===== src/rtl/bw_io_ddr_pvt_pkg.sv =====
// Shared types and helpers for the DDR pad PVT calibration controller.
// Feature macro BW_IO_DDR_PVT_CAL_HYST_EN is consumed by bw_io_ddr_pvt_leg.
package bw_io_ddr_pvt_pkg;

  localparam int PVT_CODE_W = 8;
  localparam logic [PVT_CODE_W-1:0] PVT_INIT_CODE = 8'h80;

  typedef enum logic [3:0] {
    ST_IDLE,
    ST_SET_UP,
    ST_SMP_UP,
    ST_SET_DN,
    ST_SMP_DN,
    ST_CHK,
    ST_WAIT_UPD,
    ST_LOAD,
    ST_PUSH
  } state_t;

  typedef enum logic {
    MODE_FULL,
    MODE_TRACK
  } mode_t;

  // One code step towards the comparator's request, clamped to [0, max_code].
  function automatic logic [31:0] sat_step(input logic [31:0] code,
                                           input logic [31:0] max_code,
                                           input logic up);
    if (up) begin
      return (code >= max_code) ? code : code + 32'd1;
    end
    return (code == 32'd0) ? code : code - 32'd1;
  endfunction

endpackage


===== src/rtl/bw_io_ddr_pvt_leg.sv =====
// One replica leg: working impedance code, saturating step, direction/reversal tracking.
// With BW_IO_DDR_PVT_CAL_HYST_EN defined, tracking steps need two agreeing samples.
module bw_io_ddr_pvt_leg
  import bw_io_ddr_pvt_pkg::*;
#(
  parameter int W = PVT_CODE_W,
  parameter logic [W-1:0] INIT = W'(PVT_INIT_CODE)
) (
  input  logic         clk,
  input  logic         arst_l,
  input  logic         clr,
  input  logic         smp,
  input  logic         cmp,
`ifdef BW_IO_DDR_PVT_CAL_HYST_EN
  input  logic         track,
`endif
  output logic [W-1:0] code,
  output logic         rev
);

  localparam logic [31:0] MAX_CODE = 32'((64'd1 << W) - 64'd1);

  logic dir;
  logic dir_vld;
  logic do_step;

`ifdef BW_IO_DDR_PVT_CAL_HYST_EN
  logic pend_vld;
  logic pend_dir;

  assign do_step = !track || (pend_vld && (pend_dir == cmp));

  // A disagreeing (or first) tracking sample only arms the pending direction.
  always_ff @(posedge clk or negedge arst_l) begin
    if (!arst_l) begin
      pend_vld <= 1'b0;
      pend_dir <= 1'b0;
    end else if (smp && track) begin
      if (do_step) begin
        pend_vld <= 1'b0;
      end else begin
        pend_vld <= 1'b1;
        pend_dir <= cmp;
      end
    end
  end
`else
  assign do_step = 1'b1;
`endif

  // dir_vld keeps the first step of a full calibration from counting as a reversal.
  always_ff @(posedge clk or negedge arst_l) begin
    if (!arst_l) begin
      code    <= INIT;
      dir     <= 1'b0;
      dir_vld <= 1'b0;
      rev     <= 1'b0;
    end else if (clr) begin
      dir_vld <= 1'b0;
      rev     <= 1'b0;
    end else if (smp && do_step) begin
      code    <= W'(sat_step(32'(code), MAX_CODE, cmp));
      dir     <= cmp;
      dir_vld <= 1'b1;
      if (dir_vld && (dir != cmp)) begin
        rev <= 1'b1;
      end
    end
  end

endmodule


===== src/rtl/bw_io_ddr_pvt_cal_ctl.sv =====
// DDR pad PVT calibration sequencer: full calibration on request, periodic tracking,
// code push inside the DRAM-idle window. Optional macro: BW_IO_DDR_PVT_CAL_HYST_EN.
module bw_io_ddr_pvt_cal_ctl
  import bw_io_ddr_pvt_pkg::*;
#(
  parameter int CODE_W = PVT_CODE_W,
  parameter logic [CODE_W-1:0] INIT_CODE = CODE_W'(PVT_INIT_CODE),
  parameter int SETTLE_CYC = 16,
  parameter int PERIOD = 4096,
  parameter int MAX_ITER = 64
) (
  input  logic              clk,
  input  logic              arst_l,
  input  logic              cal_start,
  input  logic              per_en,
  input  logic              cmp_up,
  input  logic              cmp_dn,
  input  logic              upd_ok,
  output logic              sel_up,
  output logic              sel_dn,
  output logic [CODE_W-1:0] cbu_code,
  output logic [CODE_W-1:0] cbd_code,
  output logic              pvt_en,
  output logic              cal_busy,
  output logic              cal_done,
  output logic              cal_locked
);

  localparam logic [31:0] TMR_LAST   = 32'(PERIOD - 1);
  localparam logic [31:0] UP_LAST    = 32'(SETTLE_CYC - 1);
  localparam logic [31:0] DN_LAST    = 32'(SETTLE_CYC);
  localparam logic [31:0] ITER_LIMIT = 32'(MAX_ITER);

  state_t      state;
  mode_t       mode;
  logic [31:0] timer;
  logic [31:0] settle;
  logic [31:0] iter;

  logic              leg_clr;
  logic [CODE_W-1:0] work_up;
  logic [CODE_W-1:0] work_dn;
  logic              rev_up;
  logic              rev_dn;

  assign leg_clr = (state == ST_IDLE) && cal_start;

  bw_io_ddr_pvt_leg #(.W(CODE_W), .INIT(INIT_CODE)) u_leg_up (
    .clk    (clk),
    .arst_l (arst_l),
    .clr    (leg_clr),
    .smp    (state == ST_SMP_UP),
    .cmp    (cmp_up),
`ifdef BW_IO_DDR_PVT_CAL_HYST_EN
    .track  (mode == MODE_TRACK),
`endif
    .code   (work_up),
    .rev    (rev_up)
  );

  bw_io_ddr_pvt_leg #(.W(CODE_W), .INIT(INIT_CODE)) u_leg_dn (
    .clk    (clk),
    .arst_l (arst_l),
    .clr    (leg_clr),
    .smp    (state == ST_SMP_DN),
    .cmp    (cmp_dn),
`ifdef BW_IO_DDR_PVT_CAL_HYST_EN
    .track  (mode == MODE_TRACK),
`endif
    .code   (work_dn),
    .rev    (rev_dn)
  );

  always_ff @(posedge clk or negedge arst_l) begin
    if (!arst_l) begin
      state      <= ST_IDLE;
      mode       <= MODE_FULL;
      timer      <= '0;
      settle     <= '0;
      iter       <= '0;
      sel_up     <= 1'b0;
      sel_dn     <= 1'b0;
      cbu_code   <= INIT_CODE;
      cbd_code   <= INIT_CODE;
      pvt_en     <= 1'b0;
      cal_done   <= 1'b0;
      cal_busy   <= 1'b0;
      cal_locked <= 1'b0;
    end else begin
      pvt_en   <= 1'b0;
      cal_done <= 1'b0;
      case (state)
        ST_IDLE: begin
          if (cal_start) begin
            mode     <= MODE_FULL;
            iter     <= '0;
            timer    <= '0;
            settle   <= '0;
            sel_up   <= 1'b1;
            cal_busy <= 1'b1;
            state    <= ST_SET_UP;
          end else if (per_en && (timer == TMR_LAST)) begin
            mode     <= MODE_TRACK;
            timer    <= '0;
            settle   <= '0;
            sel_up   <= 1'b1;
            cal_busy <= 1'b1;
            state    <= ST_SET_UP;
          end else if (per_en) begin
            timer <= timer + 32'd1;
          end else begin
            timer <= '0;
          end
        end
        ST_SET_UP: begin
          if (settle == UP_LAST) begin
            state <= ST_SMP_UP;
          end else begin
            settle <= settle + 32'd1;
          end
        end
        ST_SMP_UP: begin
          sel_up <= 1'b0;
          settle <= '0;
          state  <= ST_SET_DN;
        end
        // First SET_DN cycle keeps both selects low so the legs never overlap.
        ST_SET_DN: begin
          sel_dn <= 1'b1;
          if (settle == DN_LAST) begin
            state <= ST_SMP_DN;
          end else begin
            settle <= settle + 32'd1;
          end
        end
        ST_SMP_DN: begin
          sel_dn <= 1'b0;
          state  <= ST_CHK;
        end
        ST_CHK: begin
          iter <= iter + 32'd1;
          if (mode == MODE_TRACK) begin
            state <= ST_WAIT_UPD;
          end else if (rev_up && rev_dn) begin
            cal_locked <= 1'b1;
            state      <= ST_WAIT_UPD;
          end else if ((iter + 32'd1) == ITER_LIMIT) begin
            cal_locked <= 1'b0;
            state      <= ST_WAIT_UPD;
          end else begin
            settle <= '0;
            sel_up <= 1'b1;
            state  <= ST_SET_UP;
          end
        end
        // Codes change on entry to LOAD so they are stable a full cycle before pvt_en.
        ST_WAIT_UPD: begin
          if (upd_ok) begin
            cbu_code <= work_up;
            cbd_code <= work_dn;
            state    <= ST_LOAD;
          end
        end
        ST_LOAD: begin
          pvt_en   <= 1'b1;
          cal_done <= 1'b1;
          state    <= ST_PUSH;
        end
        ST_PUSH: begin
          timer    <= '0;
          cal_busy <= 1'b0;
          state    <= ST_IDLE;
        end
        default: begin
          state <= ST_IDLE;
        end
      endcase
    end
  end

endmodule


===== config.mk =====
export PLATFORM = sky130hd
export DESIGN_NAME = bw_io_ddr_pvt_cal_ctl
export DESIGN_NICKNAME = d
export VERILOG_FILES = /design/src/rtl/bw_io_ddr_pvt_pkg.sv /design/src/rtl/bw_io_ddr_pvt_leg.sv /design/src/rtl/bw_io_ddr_pvt_cal_ctl.sv
export SDC_FILE = /design/constraint.sdc
export NUM_CORES = 1
export LEC_CHECK = 0
export BUFFER_PORTS_ARGS = -buffer_cell sky130_fd_sc_hd__buf_4
export CAP_MARGIN = 20
export CORE_ASPECT_RATIO = 0.7
export CORE_UTILIZATION = 30
export CTS_CLUSTER_SIZE = 8
export DETAILED_ROUTE_END_ITERATION = 8
export SYNTH_ARGS = -nofsm -noshare
export SYNTH_HDL_FRONTEND = slang
export SYNTH_HIERARCHICAL = 1
export SYNTH_SLANG_ARGS = --single-unit

===== constraint.sdc =====
create_clock -name clk -period 6.4 [get_ports clk]
set_input_delay 1.92 -clock clk [delete_from_list [all_inputs] [get_ports clk]]
set_output_delay 1.92 -clock clk [all_outputs]
set_load 0.05 [all_outputs]

# Word level (Yosys, flattened, before mapping)
# Index checks and enable logic that the tools add are counted.
[word_totals] ff_bits=144 output_inout_bits=22 word_cells=151
[classes] add_sub_neg=7 n_lt_le_gt_ge=2 n_eq_ne=28 muxes=59 n_bitwise=2 n_reduce_logical=33
[ops] op="32-bit two-way mux" n=11
[ops] op="32-bit case mux with 5 select lines" n=1
[ops] op="32-bit case mux with 2 select lines" n=2
[ops] op="32-bit by 1-bit adder with 32-bit output (second input constant)" n=3
[ops] op="8-bit two-way mux" n=8
[ops] op="32-bit by 12-bit equality test with 1-bit output (second input constant)" n=1
[ops] op="32-bit by 4-bit equality test with 1-bit output (second input constant)" n=1
[ops] op="32-bit by 5-bit equality test with 1-bit output (second input constant)" n=1
[ops] op="32-bit by 7-bit equality test with 1-bit output (second input constant)" n=1
[ops] op="4-bit case mux with 8 select lines" n=1
[ops] op="1-bit two-way mux" n=25
[ops] op="4-bit two-way mux" n=5
[ops] op="2-bit inequality test (second input constant)" n=9
[ops] op="2-bit nonzero test" n=9
[ops] op="8-bit by 1-bit adder with 8-bit output (second input constant)" n=2
[ops] op="4-bit by 3-bit equality test with 1-bit output (second input constant)" n=4
[ops] op="8-bit >= comparator (second input constant)" n=2
[ops] op="8-bit zero test" n=2
[ops] op="2-bit AND reduction" n=8
[ops] op="8-bit by 1-bit subtractor with 8-bit output (second input constant)" n=2
[ops] op="4-bit AND reduction" n=3
[ops] op="3-bit two-way mux" n=3
[ops] op="4-bit by 2-bit equality test with 1-bit output (second input constant)" n=2
[ops] op="7-bit AND reduction" n=1
[ops] op="15 further kinds" n=24

# Depth between registers and ports, before layout
# Gate-level depths: netlist of run 1.
[logic_depth] ltp_word=6 mapped_depth=12 mapped_depth_nobuf=9

# Cells and area by module
# Netlist of run 1, hierarchy kept.
[modules_own_cells] module="bw_io_ddr_pvt_cal_ctl" n_inst=1 cells_each=812 area_each_um2=7038.0 seq_area_each_um2=3055.4
[modules_own_cells] module="bw_io_ddr_pvt_leg (u_leg_up)" n_inst=1 cells_each=77 area_each_um2=755.7 seq_area_each_um2=276.5
[modules_own_cells] module="bw_io_ddr_pvt_leg (u_leg_dn)" n_inst=1 cells_each=76 area_each_um2=748.2 seq_area_each_um2=276.5

# Worst setup path after synthesis of run 1
# Ideal clock, no wire load.
[synth_path] kind="input-to-reg" startpoint="input per_en" endpoint="register settle[28]" setup_ns=0.082 arrival_ns=3.987 required_ns=6.318 path_slack_ns=2.332 cell_stages=11 n_path_buf=3 cell_sequence="buf_2 > nor4b_1 > and4_1 > and4_1 > buf_2 > o31ai_1 > or2_2 > buf_2 > nor2_1 > a41oi_1 > a31oi_1"
[synth_via] elab_chain_cells=3
[synth_rtl] item="start, declared" line_no="bw_io_ddr_pvt_cal_ctl.sv:15" rtl="input logic per_en,"
[synth_rtl] item="1-bit logical AND" line_no="bw_io_ddr_pvt_cal_ctl.sv:102" rtl="end else if (per_en && (timer == TMR_LAST)) begin"
[synth_rtl] item="3-bit by 2-bit inequality test with 1-bit output (no source line)"
[synth_rtl] item="7-bit AND reduction (no source line)"
[synth_rtl] item="end signal, assigned" line_no="bw_io_ddr_pvt_cal_ctl.sv:119" rtl="settle <= settle + 32'd1;"
[synth_rtl] item="end signal, assigned" line_no="bw_io_ddr_pvt_cal_ctl.sv:133" rtl="settle <= settle + 32'd1;"
[synth_rtl] item="end, declared" line_no="bw_io_ddr_pvt_cal_ctl.sv:37" rtl="logic [31:0] settle;"
# Every way passes these cells.
# A chain may end at the register's enable or synchronous reset.

# Worst setup path in the final report of run 1
[layout_path] startpoint="input per_en" endpoint="register settle[30]"
# The elaborated chain is that of the path after synthesis.

==> results of run 1 <==
==> metal layers <==
| layer | wire, um | vias up | GRT usage |
|---|---|---|---|
| li1 | - | 3579 | - |
| met1 | 11470 | 3535 | 0.2401 |
| met2 | 8425 | 179 | 0.1996 |
| met3 | 924 | 15 | 0.03035 |
| met4 | 161 | 0 | 0.03364 |
| met5 | 0 | - | 0 |
==> worst reg2reg max path: stages, from the launching register on <==
cell       delay, ns
dfrtp_1         0.44
ha_1            0.34
nand3_4         0.17
nor4_1          0.76
nand3_1         0.15
o2bb2ai_1       0.30
nand4_1         0.18
o311ai_2        0.27
buf_4           0.29
nand2_2         0.26
a22o_1          0.25
==> area by class of cell <==
cell class	instances	area (um^2)	share of cell area
repair buffers	39	304.0	0.03162
clock buffers	18	429.2	0.04463
flip-flops and latches	144	3608	0.3752
well taps	371	464.2	0.04827
multi-input cells	743	4598	0.4781
inverters	32	120.1	0.01249
clock inverters	13	92.59	0.009628
==> power groups by stage <==
stage / registers (W) / logic [W] / clock network (W)
after floorplan: 0.00135 / 0.000797 / 0
after global placement: 0.00126 / 0.00122 / 0
after detailed placement: 0.00126 / 0.00124 / 0
after CTS: 0.00125 / 0.00124 / 0.000929
after global routing: 0.00128 / 0.00138 / 0.000967
final: 0.00125 / 0.00124 / 0.000904
==> cells in the mapped netlist (3+ instances only) <==
| library cell | instances | area [um^2] |
|---|---|---|
| a41oi_1 | 4 | 35.03 |
| mux2i_1 | 6 | 60.06 |
| nor4_1 | 21 | 131.4 |
| nand2b_1 | 3 | 18.77 |
| nor2b_1 | 4 | 25.02 |
| and2_1 | 6 | 37.54 |
| ha_1 | 16 | 200.2 |
| and3_1 | 19 | 118.9 |
| dfstp_2 | 4 | 105.1 |
| and4_1 | 10 | 87.58 |
| nor2_1 | 85 | 319.1 |
| a21o_1 | 3 | 22.52 |
| mux2_2 | 26 | 292.8 |
| or2_2 | 4 | 25.02 |
| clkbuf_1 | 28 | 105.1 |
| xor2_1 | 26 | 227.7 |
| nor3_1 | 41 | 205.2 |
| nand4_1 | 27 | 168.9 |
| o31ai_1 | 13 | 97.59 |
| xnor2_1 | 24 | 210.2 |
| buf_2 | 8 | 40.04 |
| o21ai_0 | 79 | 395.4 |
| a31oi_1 | 27 | 168.9 |
| a21oi_1 | 33 | 165.2 |
| or3_1 | 14 | 87.58 |
| nand3_1 | 86 | 430.4 |
| o41ai_1 | 6 | 52.55 |
| inv_1 | 32 | 120.1 |
| nor4b_1 | 3 | 26.28 |
| o21a_1 | 4 | 30.03 |
| o21ai_1 | 5 | 25.02 |
| nand2_1 | 93 | 349.1 |
| dfrtp_1 | 140 | 3503 |
| buf_4 | 4 | 30.03 |
| o211ai_1 | 3 | 22.52 |
| a211oi_1 | 6 | 45.04 |
| nor4_2 | 3 | 37.54 |
| or4_1 | 4 | 30.03 |
| buf_6 | 4 | 45.04 |
==> per-stage QoR <==
stage / total power, W / instances
6_report: 0.003395 / 1360
5_1_grt: 0.003623 / 1360
4_1_cts: 0.003422 / 1359
3_5_place_dp: 0.002499 / 1328
3_3_place_gp: 0.002484 / 1328
2_1_floorplan: 0.002151 / 965
==> path summary, 6_finish.rpt <==
kind	slack [ns]	depth (start not counted)	startpoint	endpoint
max	2.30	9	per_en	settle[30]
max in group asynchronous	3.76	2	arst_l	iter[26]
min reg2reg	0.50	2	u_leg_dn/dir	u_leg_dn/dir
max reg2reg	2.89	10	iter[0]	sel_up
min in group asynchronous	1.48	1	arst_l	timer[10]
min	0.50	2	u_leg_dn/dir	u_leg_dn/dir
==> kinds of logic (layout without fill, tap and decap cells) <==
logic type | count (synthesis) | count (layout) | synth area share
AND/OR/NAND/NOR | 437 | 437 | 0.2667
multiplexers | 32 | 32 | 0.04131
buffers and inverters | 78 | 102 | 0.04087
adder cells (fa/ha/maj) | 18 | 18 | 0.02812
flip-flops | 144 | 144 | 0.4224
XOR/XNOR | 50 | 50 | 0.05127
AO/OA/AOI/OAI | 206 | 206 | 0.1493
==> sequential cells by signal, indices dropped and copies added, names as in the netlist, 4 cells and up <==
signal         count
u_leg_up/code      8
u_leg_dn/code      8
state              4
iter              32
cbd_code           8
settle            32
timer             32
cbu_code           8
==> flow_metrics.env, run 1 <==
export IMPL_first_pass_iters=5
export IMPL_nFillCells=2823
export IMPL_grt_use_total=0.1501
export IMPL_clkPwrFrac=0.266
export IMPL_period_share=0.6399
export IMPL_ys_ff_latch=144
export IMPL_crit_slowest_cell="nor2_1"
export IMPL_drc=0
export IMPL_cp_common_cell="and4_1"
export IMPL_antenna_found_initial=0
export IMPL_seq_power_share=0.368
export IMPL_drt_iter0_markers=703
export IMPL_ys_seq_area_frac=0.4224
export IMPL_p_switching_w=0.001399
export IMPL_die_width_um=203.7
export IMPL_maxCapViolations=0
export IMPL_start_util=0.3063
export IMPL_synth_edf_count=0
export IMPL_skew_ns=0.009466
export IMPL_totalWireLength_mm=20.98
export IMPL_cts_buffer_depth=2
export IMPL_antenna_left=0
export IMPL_layout_setup_ws_ns=2.305
export IMPL_grt_max_degree=67
export IMPL_async_flop_share=1.000
export IMPL_rsz0062_at_grt="false"
export IMPL_fp_row_count=51
export IMPL_cp_required_ns=6.75
export IMPL_finalSetupViolations=0
export IMPL_dpl_hpwl_mm=14.35
export IMPL_hold_worst_slack_ns=0.5032
export IMPL_dp_slack_ns=1.904
export IMPL_startpoint_type="input port"
export IMPL_hold_path_class="flop to flop"
export IMPL_root_buffer="clkbuf_16"
export IMPL_cts_hold_fix_buffers=0
export IMPL_finalMaxSlewViolations=0
export IMPL_p_leak_nw=3.951
export IMPL_via_count=7308
export IMPL_cts_htree_levels=4
export IMPL_path_clk_slew_ns=0.06
export IMPL_fmax_mhz=244.2
export IMPL_synth_distinct_cells=71
export IMPL_nNetsFinal=1002
export IMPL_status="finished, final reports clean"
export IMPL_cp_end_kind="flop"
export IMPL_internal_power_w=0.001996
export IMPL_swShare=0.4120
export IMPL_synth_area_mm2=0.008542
export IMPL_arrival_ns=4.44
export IMPL_synth_fp_nets=990
export IMPL_final_common_cell="dfrtp_1"
export IMPL_dieArea_mm2=0.02916
export IMPL_cts_tree="done"
export IMPL_io_pins=29
export IMPL_antenna_cells=0
export IMPL_pwr_share_comb=0.366
export IMPL_syn2layout_area_growth_pct=12.58
export IMPL_grt_pass1_vias=6537
export IMPL_postCtsSetupBuffers=0
export IMPL_clock_sinks=144
export IMPL_drive_gt1_frac=0.1254
export IMPL_routed_via_density=5.374
export IMPL_critical_path_top_delay_family="simple AND/OR/NAND/NOR gates"
export IMPL_postSynthAreaPerCell_um2=8.852
export IMPL_timing_hold_violations_final=0
export IMPL_worst_pin_slew_ns=1.013
export IMPL_worstPathCellList="buf_4, nor4b_1, and4_1, and4_1, o31ai_1, or2_2, nor2_1, a41oi_1, a31oi_1"
export IMPL_dpl_cell_area_mm2=0.009080
export IMPL_path_buf_inv=1
export IMPL_synth_cells=965
export IMPL_clk_latency_ns=0.43
export IMPL_cp_slowest_stage_delay_ns=0.65
export IMPL_grt_ovfl_total=0
export IMPL_path_max_fanout=10
export IMPL_period_needed_ns=4.095
export IMPL_cts_resized=0
export IMPL_numPortBuffers=28
export IMPL_utilization=0.3449
export IMPL_final_setup_tns_ns=0
export IMPL_core_area_mm2=0.02789
export IMPL_die_h_um=143.2
export IMPL_layout_common_cells="dfrtp_1, nand2_1, nand3_1"
export IMPL_fin_area_mm2=0.009617
export IMPL_timing_slew_headroom=0.3163
export IMPL_yosysWarningCount=6
export IMPL_wire_per_inst_um=15.43
export IMPL_peakVddDrop_mv=0.2304
export IMPL_gp_congestion=0.8827
export IMPL_worstSetupPathType="input port to flop"
export IMPL_cts_buffers=17
export IMPL_grt_pass1_wl_mm=35.10
export IMPL_synthFlopType="dfrtp_1"
export IMPL_p_per_area_mw_per_mm2=353.1
Power figures use the tool's default switching activity.
==> inputs of run 2 (changes only) <==
Settings changed: ABC_AREA set to 1.
Clock period 6.4 ns to 3.8 ns, I/O delays scaled along.
==> flow_metrics.env, run 2 <==
export IMPL_status="finished, final reports clean"
export IMPL_io_pins=29
export IMPL_gp_congestion=0.9402
export IMPL_worstSetupPathType="flop to flop"
export IMPL_path_buf_inv=1
export IMPL_startpoint_type="flop"
export IMPL_top_layer="met4"
export IMPL_crit_slowest_cell="dfrtp_1"
export IMPL_p_leak_nw=4.874
export IMPL_worstPathCellList="ha_1, nand3_1, nor2_1, nand2_1, nor2_1, and3_1, nand3_1, nand2_1, inv_1, nor3_4, nand2_4, nand2_1, nand2_1"
export IMPL_maxCapViolations=0
export IMPL_seq_power_share=0.354
export IMPL_via_count=8419
export IMPL_start_util=0.3076
export IMPL_grt_pass1_wl_mm=39.64
export IMPL_cp_required_ns=4.13
export IMPL_p_switching_w=0.002283
export IMPL_antenna_found_initial=0
export IMPL_route_met3_wl_mm=1.250
export IMPL_period_needed_ns=2.806
export IMPL_synth_edf_count=0
export IMPL_timing_slew_headroom=0.4165
export IMPL_grt_pass1_vias=7888
export IMPL_clk_latency_ns=0.44
export IMPL_antenna_left=0
export IMPL_cts_tree="done"
export IMPL_period_share=0.7384
export IMPL_fmax_mhz=356.4
export IMPL_cp_common_cell="nand2_1"
export IMPL_grt_use_total=0.1576
export IMPL_wl_met2_mm=9.502
export IMPL_dp_cells=1749
export IMPL_async_flop_share=1.000
export IMPL_synthFlopType="dfrtp_1"
export IMPL_layout_common_cells="nand2_1, nor2_1, inv_1"
export IMPL_netlist_top_cells_area="dfrtp_1, nand2_1, nor2_1, inv_1, nand3_1"
export IMPL_utilization=0.3518
export IMPL_synth_fp_nets=1343
export IMPL_ys_seq_area_frac=0.3879
export IMPL_drc=0
export IMPL_first_pass_iters=5
export IMPL_final_common_cell="nand2_1"
export IMPL_cts_htree_levels=4
export IMPL_totalWireLength_mm=23.68
export IMPL_fp_row_count=53
export IMPL_core_area_mm2=0.03024
export IMPL_reg2reg_depth=13
export IMPL_crit_cells=13
export IMPL_synth_top_area_frac=0.3766
export IMPL_cp_slowest_stage_delay_ns=0.35
export IMPL_rsz0062_at_grt="false"
export IMPL_nNetsFinal=1381
export IMPL_root_buffer="clkbuf_16"
export IMPL_cts_buffers=17
export IMPL_nFillCells=3230
export IMPL_finalMaxSlewViolations=0
export IMPL_dpl_hpwl_mm=17.32
export IMPL_grt_ovfl_total=0
export IMPL_final_setup_tns_ns=0
export IMPL_worst_pin_slew_ns=0.8731
export IMPL_synth_distinct_cells=40
export IMPL_finalSetupViolations=0
export IMPL_critical_path_top_delay_family="simple AND/OR/NAND/NOR gates"
export IMPL_worstSetupEndpoint="settle[19]"
export IMPL_synth_common_cells="nand2_1, nor2_1, inv_1"
export IMPL_cp_end_kind="flop"
export IMPL_peakVddDrop_mv=0.4061
export IMPL_synth_area_leader_cell="dfrtp_1"
export IMPL_cts_resized=0
export IMPL_r2r_start="timer[0]"
export IMPL_syn2layout_area_growth_pct=14.38
export IMPL_path_clk_slew_ns=0.07
export IMPL_numPortBuffers=28
export IMPL_reg2reg_to="settle[19]"
export IMPL_synth_most_common_cell="nand2_1"
export IMPL_pwr_share_comb=0.331
export IMPL_top_regs="iter (32), settle (32), timer (32)"
export IMPL_cts_hold_fix_buffers=0
export IMPL_synth_cells=1318
export IMPL_stdcell_count=1781
export IMPL_p_per_area_mw_per_mm2=546.0
export IMPL_route_layer_met1_wl_mm=12.75
export IMPL_grt_max_degree=62
export IMPL_cts_buffer_depth=2
export IMPL_dieArea_mm2=0.03172
export IMPL_postCtsSetupBuffers=0
export IMPL_synth_area_mm2=0.009301
export IMPL_die_h_um=149.3
export IMPL_clock_sinks=144
export IMPL_ys_ff_latch=144
export IMPL_die_width_um=212.5
export IMPL_swShare=0.3931
export IMPL_path_max_fanout=32
export IMPL_timing_hold_violations_final=0
export IMPL_clkPwrFrac=0.315
export IMPL_antenna_cells=0
export IMPL_routed_via_density=4.727
export IMPL_drt_iter0_markers=735
export IMPL_hold_path_class="flop to flop"
export IMPL_drive_gt1_frac=0.1169
export IMPL_postSynthAreaPerCell_um2=7.057
export IMPL_wire_per_inst_um=13.29
export IMPL_skew_ns=0.007415
export IMPL_reg2reg_slack_ns=0.99
export IMPL_arrival_ns=3.13
export IMPL_yosysWarningCount=6
export IMPL_crit_start="timer[0]"
export IMPL_internal_power_w=0.003525
-- run 2: changes by cell type in the layout (fill, tap and decap cells not counted), sizes merged, moves of 11 or more --
cell,change
nand2,+357
inv,+126
nor2,+97
o21ai,-52
a31oi,-27
o22ai,+22
and3,-18
or3,-14
o31ai,-12
or2,+12
xnor2,-12
a21oi,-11
nand3,+11
-- run 2: logic make-up after synthesis --
group / synth area share
compound gates: 0.05017
buf+inv: 0.07573
mux: 0.01937
xor+xnor: 0.03672
simple gates: 0.4042
flops: 0.3879
fa+ha+maj: 0.02583
-- run 2: stage by stage --
stage                     hold slack [ns]  total power (W)  setup WS [ns]  instance area [um^2]
after floorplan                    0.4659         0.003493          1.461                  9301
after global placement             0.4895         0.003991         0.9584                 10010
after detailed placement           0.4942         0.004010         0.9223                 10010
after CTS                          0.5094         0.005860          1.016                 10640
after global routing               0.5318         0.006201         0.6721                 10640
final                              0.5055         0.005808         0.9940                 10640
-- run 2: metal layers --
| metal | GRT usage | vias up |
|---|---|---|
| li1 | - | 4285 |
| met1 | 0.2399 | 3904 |
| met2 | 0.2214 | 211 |
| met3 | 0.03474 | 19 |
| met4 | 0.03885 | 0 |
| met5 | 0 | - |
-- run 2: worst min-delay path by stage --
stage | startpoint | to | cells after the start
global placement | settle[1] | settle[1] | 2
CTS | settle[1] | settle[1] | 2
finish | settle[1] | settle[1] | 2
floorplan | u_leg_up/code[7] | u_leg_up/code[7] | 2
detailed placement | settle[1] | settle[1] | 2
global route | cbd_code[4] | cbd_code[4] | 1
-- run 2: power by group through the flow --
stage	clock network (W)	registers, W	logic, W
6_report	0.00183	0.00206	0.00192
5_1_grt	0.00193	0.00210	0.00218
4_1_cts	0.00187	0.00206	0.00194
3_5_place_dp	0	0.00208	0.00193
3_3_place_gp	0	0.00208	0.00191
2_1_floorplan	0	0.00222	0.00127
-- run 2: cell type report --
class,instances,area [um^2],area share
inverters,160,600.6,0.05645
flip-flops and latches,144,3608,0.3392
multi-input cells,996,4991,0.4691
clock inverters,12,182.7,0.01717
well taps,412,515.5,0.04845
repair buffers,37,294.0,0.02764
clock buffers,20,446.7,0.04198
-- run 2: worst min-delay path, stage by stage, from the launching register on --
cell	delay, ns
dfrtp_1	0.36
nand2_1	0.06
nand2_1	0.05
==> inputs of run 3 (changes only) <==
Settings changed: ABC_AREA 1 to 0.
Clock period 3.8 ns to 2.91 ns, I/O delays scaled along.
==> flow_metrics.env, run 3 (synthesis results as in run 1) <==
export IMPL_status="finished, final reports clean"
export IMPL_timing_slew_headroom=0.6268
export IMPL_final_setup_tns_ns=0
export IMPL_cts_htree_levels=4
export IMPL_period_needed_ns=2.793
export IMPL_timing_hold_violations_final=0
export IMPL_clock_sinks=144
export IMPL_grt_max_degree=49
export IMPL_rsz0062_at_grt="true"
export IMPL_finalSetupViolations=0
export IMPL_routed_via_density=5.311
export IMPL_fin_area_mm2=0.01035
export IMPL_layout_setup_ws_ns=0.1173
export IMPL_grt_pass1_vias=6896
export IMPL_stdcell_count=1429
export IMPL_p_leak_nw=4.368
export IMPL_nNetsFinal=1071
export IMPL_skew_ns=0.008148
export IMPL_die_width_um=203.7
export IMPL_cts_buffers=17
export IMPL_io_pins=29
export IMPL_grt_pass1_wl_mm=36.64
export IMPL_final_common_cell="dfrtp_1"
export IMPL_grtUsageMet3=0.03332
export IMPL_worst_pin_slew_ns=0.5578
export IMPL_gr_max_usage_layer="met1"
export IMPL_cp_required_ns=3.23
export IMPL_worstPathCellList="ha_4, nand3_4, or4_4, or4_4, nor2_4, a31oi_1, buf_4, a31oi_4, nand2_2, buf_12, a22o_1"
export IMPL_critical_path_top_delay_family="simple AND/OR/NAND/NOR gates"
export IMPL_start_util=0.3063
export IMPL_maxCapViolations=0
export IMPL_drc=0
export IMPL_period_share=0.9597
export IMPL_cp_slowest_stage_delay_ns=0.55
export IMPL_postCtsSetupBuffers=0
export IMPL_startpoint_type="flop"
export IMPL_cp_end_kind="flop"
export IMPL_dpl_hpwl_mm=15.71
export IMPL_core_area_mm2=0.02789
export IMPL_worstSetupPathType="flop to flop"
export IMPL_top_regs="iter (32), settle (32), timer (32)"
export IMPL_wire_per_inst_um=15.40
export IMPL_fp_row_count=51
export IMPL_layout_common_cells="dfrtp_1, buf_4, nand2_1"
export IMPL_syn2layout_area_growth_pct=21.21
export IMPL_path_max_fanout=14
export IMPL_dp_slack_ns=-0.1311
export IMPL_grtUsageMet2=0.2105
export IMPL_via_count=7590
export IMPL_cts_buffer_depth=2
export IMPL_numPortBuffers=28
export IMPL_arrival_ns=3.12
export IMPL_antenna_found_initial=0
export IMPL_dpl_cell_area_mm2=0.009643
export IMPL_crit_slowest_cell="or4_4"
export IMPL_grt_ovfl_total=0
export IMPL_cts_tree="done"
export IMPL_antenna_left=0
export IMPL_gp_congestion=0.8708
export IMPL_totalWireLength_mm=22.00
export IMPL_hold_path_class="input port to async pin"
export IMPL_cp_common_cell="or4_4"
export IMPL_dp_cells=1398
export IMPL_drive_gt1_frac=0.1909
export IMPL_dieArea_mm2=0.02916
export IMPL_hold_worst_slack_ns=0.3815
export IMPL_root_buffer="clkbuf_16"
export IMPL_fmax_mhz=358.1
export IMPL_path_buf_inv=2
export IMPL_path_clk_slew_ns=0.06
export IMPL_p_per_area_mw_per_mm2=788.8
export IMPL_grtUsageMet1=0.2459
export IMPL_die_h_um=143.2
export IMPL_grt_use_total=0.1576
export IMPL_drt_iter0_markers=703
export IMPL_antenna_cells=0
export IMPL_finalMaxSlewViolations=0
export IMPL_clk_latency_ns=0.43
export IMPL_first_pass_iters=5
export IMPL_peakVddDrop_mv=0.4690
## run 3: layout make-up
cell class	instances	area, um^2
fillers	2788	17530
clock inverters	11	161.4
well taps	371	464.2
flip-flops and latches	144	3611
multi-input cells	743	4684
inverters	32	120.1
repair buffers	108	855.8
clock buffers	20	456.7
## run 3: worst paths after layout
check                            startpoint                to  slack, ns  cells after the start
max reg2reg                         iter[1]            sel_up       0.12                     11
min in group clk           u_leg_dn/dir_vld  u_leg_dn/dir_vld       0.50                      2
max in group asynchronous            arst_l       cbu_code[3]       1.85                      2
min reg2reg                u_leg_dn/dir_vld  u_leg_dn/dir_vld       0.50                      2
max                                 iter[1]            sel_up       0.12                     11
min                                  arst_l         timer[16]       0.38                      1
## run 3: where the power goes
group	switching, W	leakage [nW]	internal [W]	total, W
Combinational	0.00191	2.13	0.00120	0.00310
Clock	0.000873	0.306	0.00147	0.00234
Sequential	0.000382	1.93	0.00234	0.00272
Total	0.00316	4.37	0.00500	0.00817
## run 3: worst reg2reg max path, stage by stage (launching register included)
cell and delay (ns):
dfrtp_1 0.39, ha_4 0.17, nand3_4 0.06, or4_4 0.55, or4_4 0.51, nor2_4 0.11, a31oi_1 0.09, buf_4 0.17
a31oi_4 0.21, nand2_2 0.09, buf_12 0.16, a22o_1 0.17
## run 3: layer usage
metal  vias to the layer above  wire [um]
li1                       3704          -
met3                        17       1221
met5                         -          0
met2                       181       8921
met1                      3688      11640
met4                         0        220
## run 3: what timing repair did
item                       CTS  global route
hold buffers                 0             0
gates cloned                 0             0
gates resized for setup      2            14
setup endpoints to repair    4            37
pin swaps                    0             4
## run 3: stage by stage
step	total power [W]	utilization
2_1_floorplan	0.004735	-
3_3_place_gp	0.005717	0.3455
3_5_place_dp	0.005783	0.3458
4_1_cts	0.008164	0.3682
5_1_grt	0.008660	0.3713
6_report	0.008167	0.3713
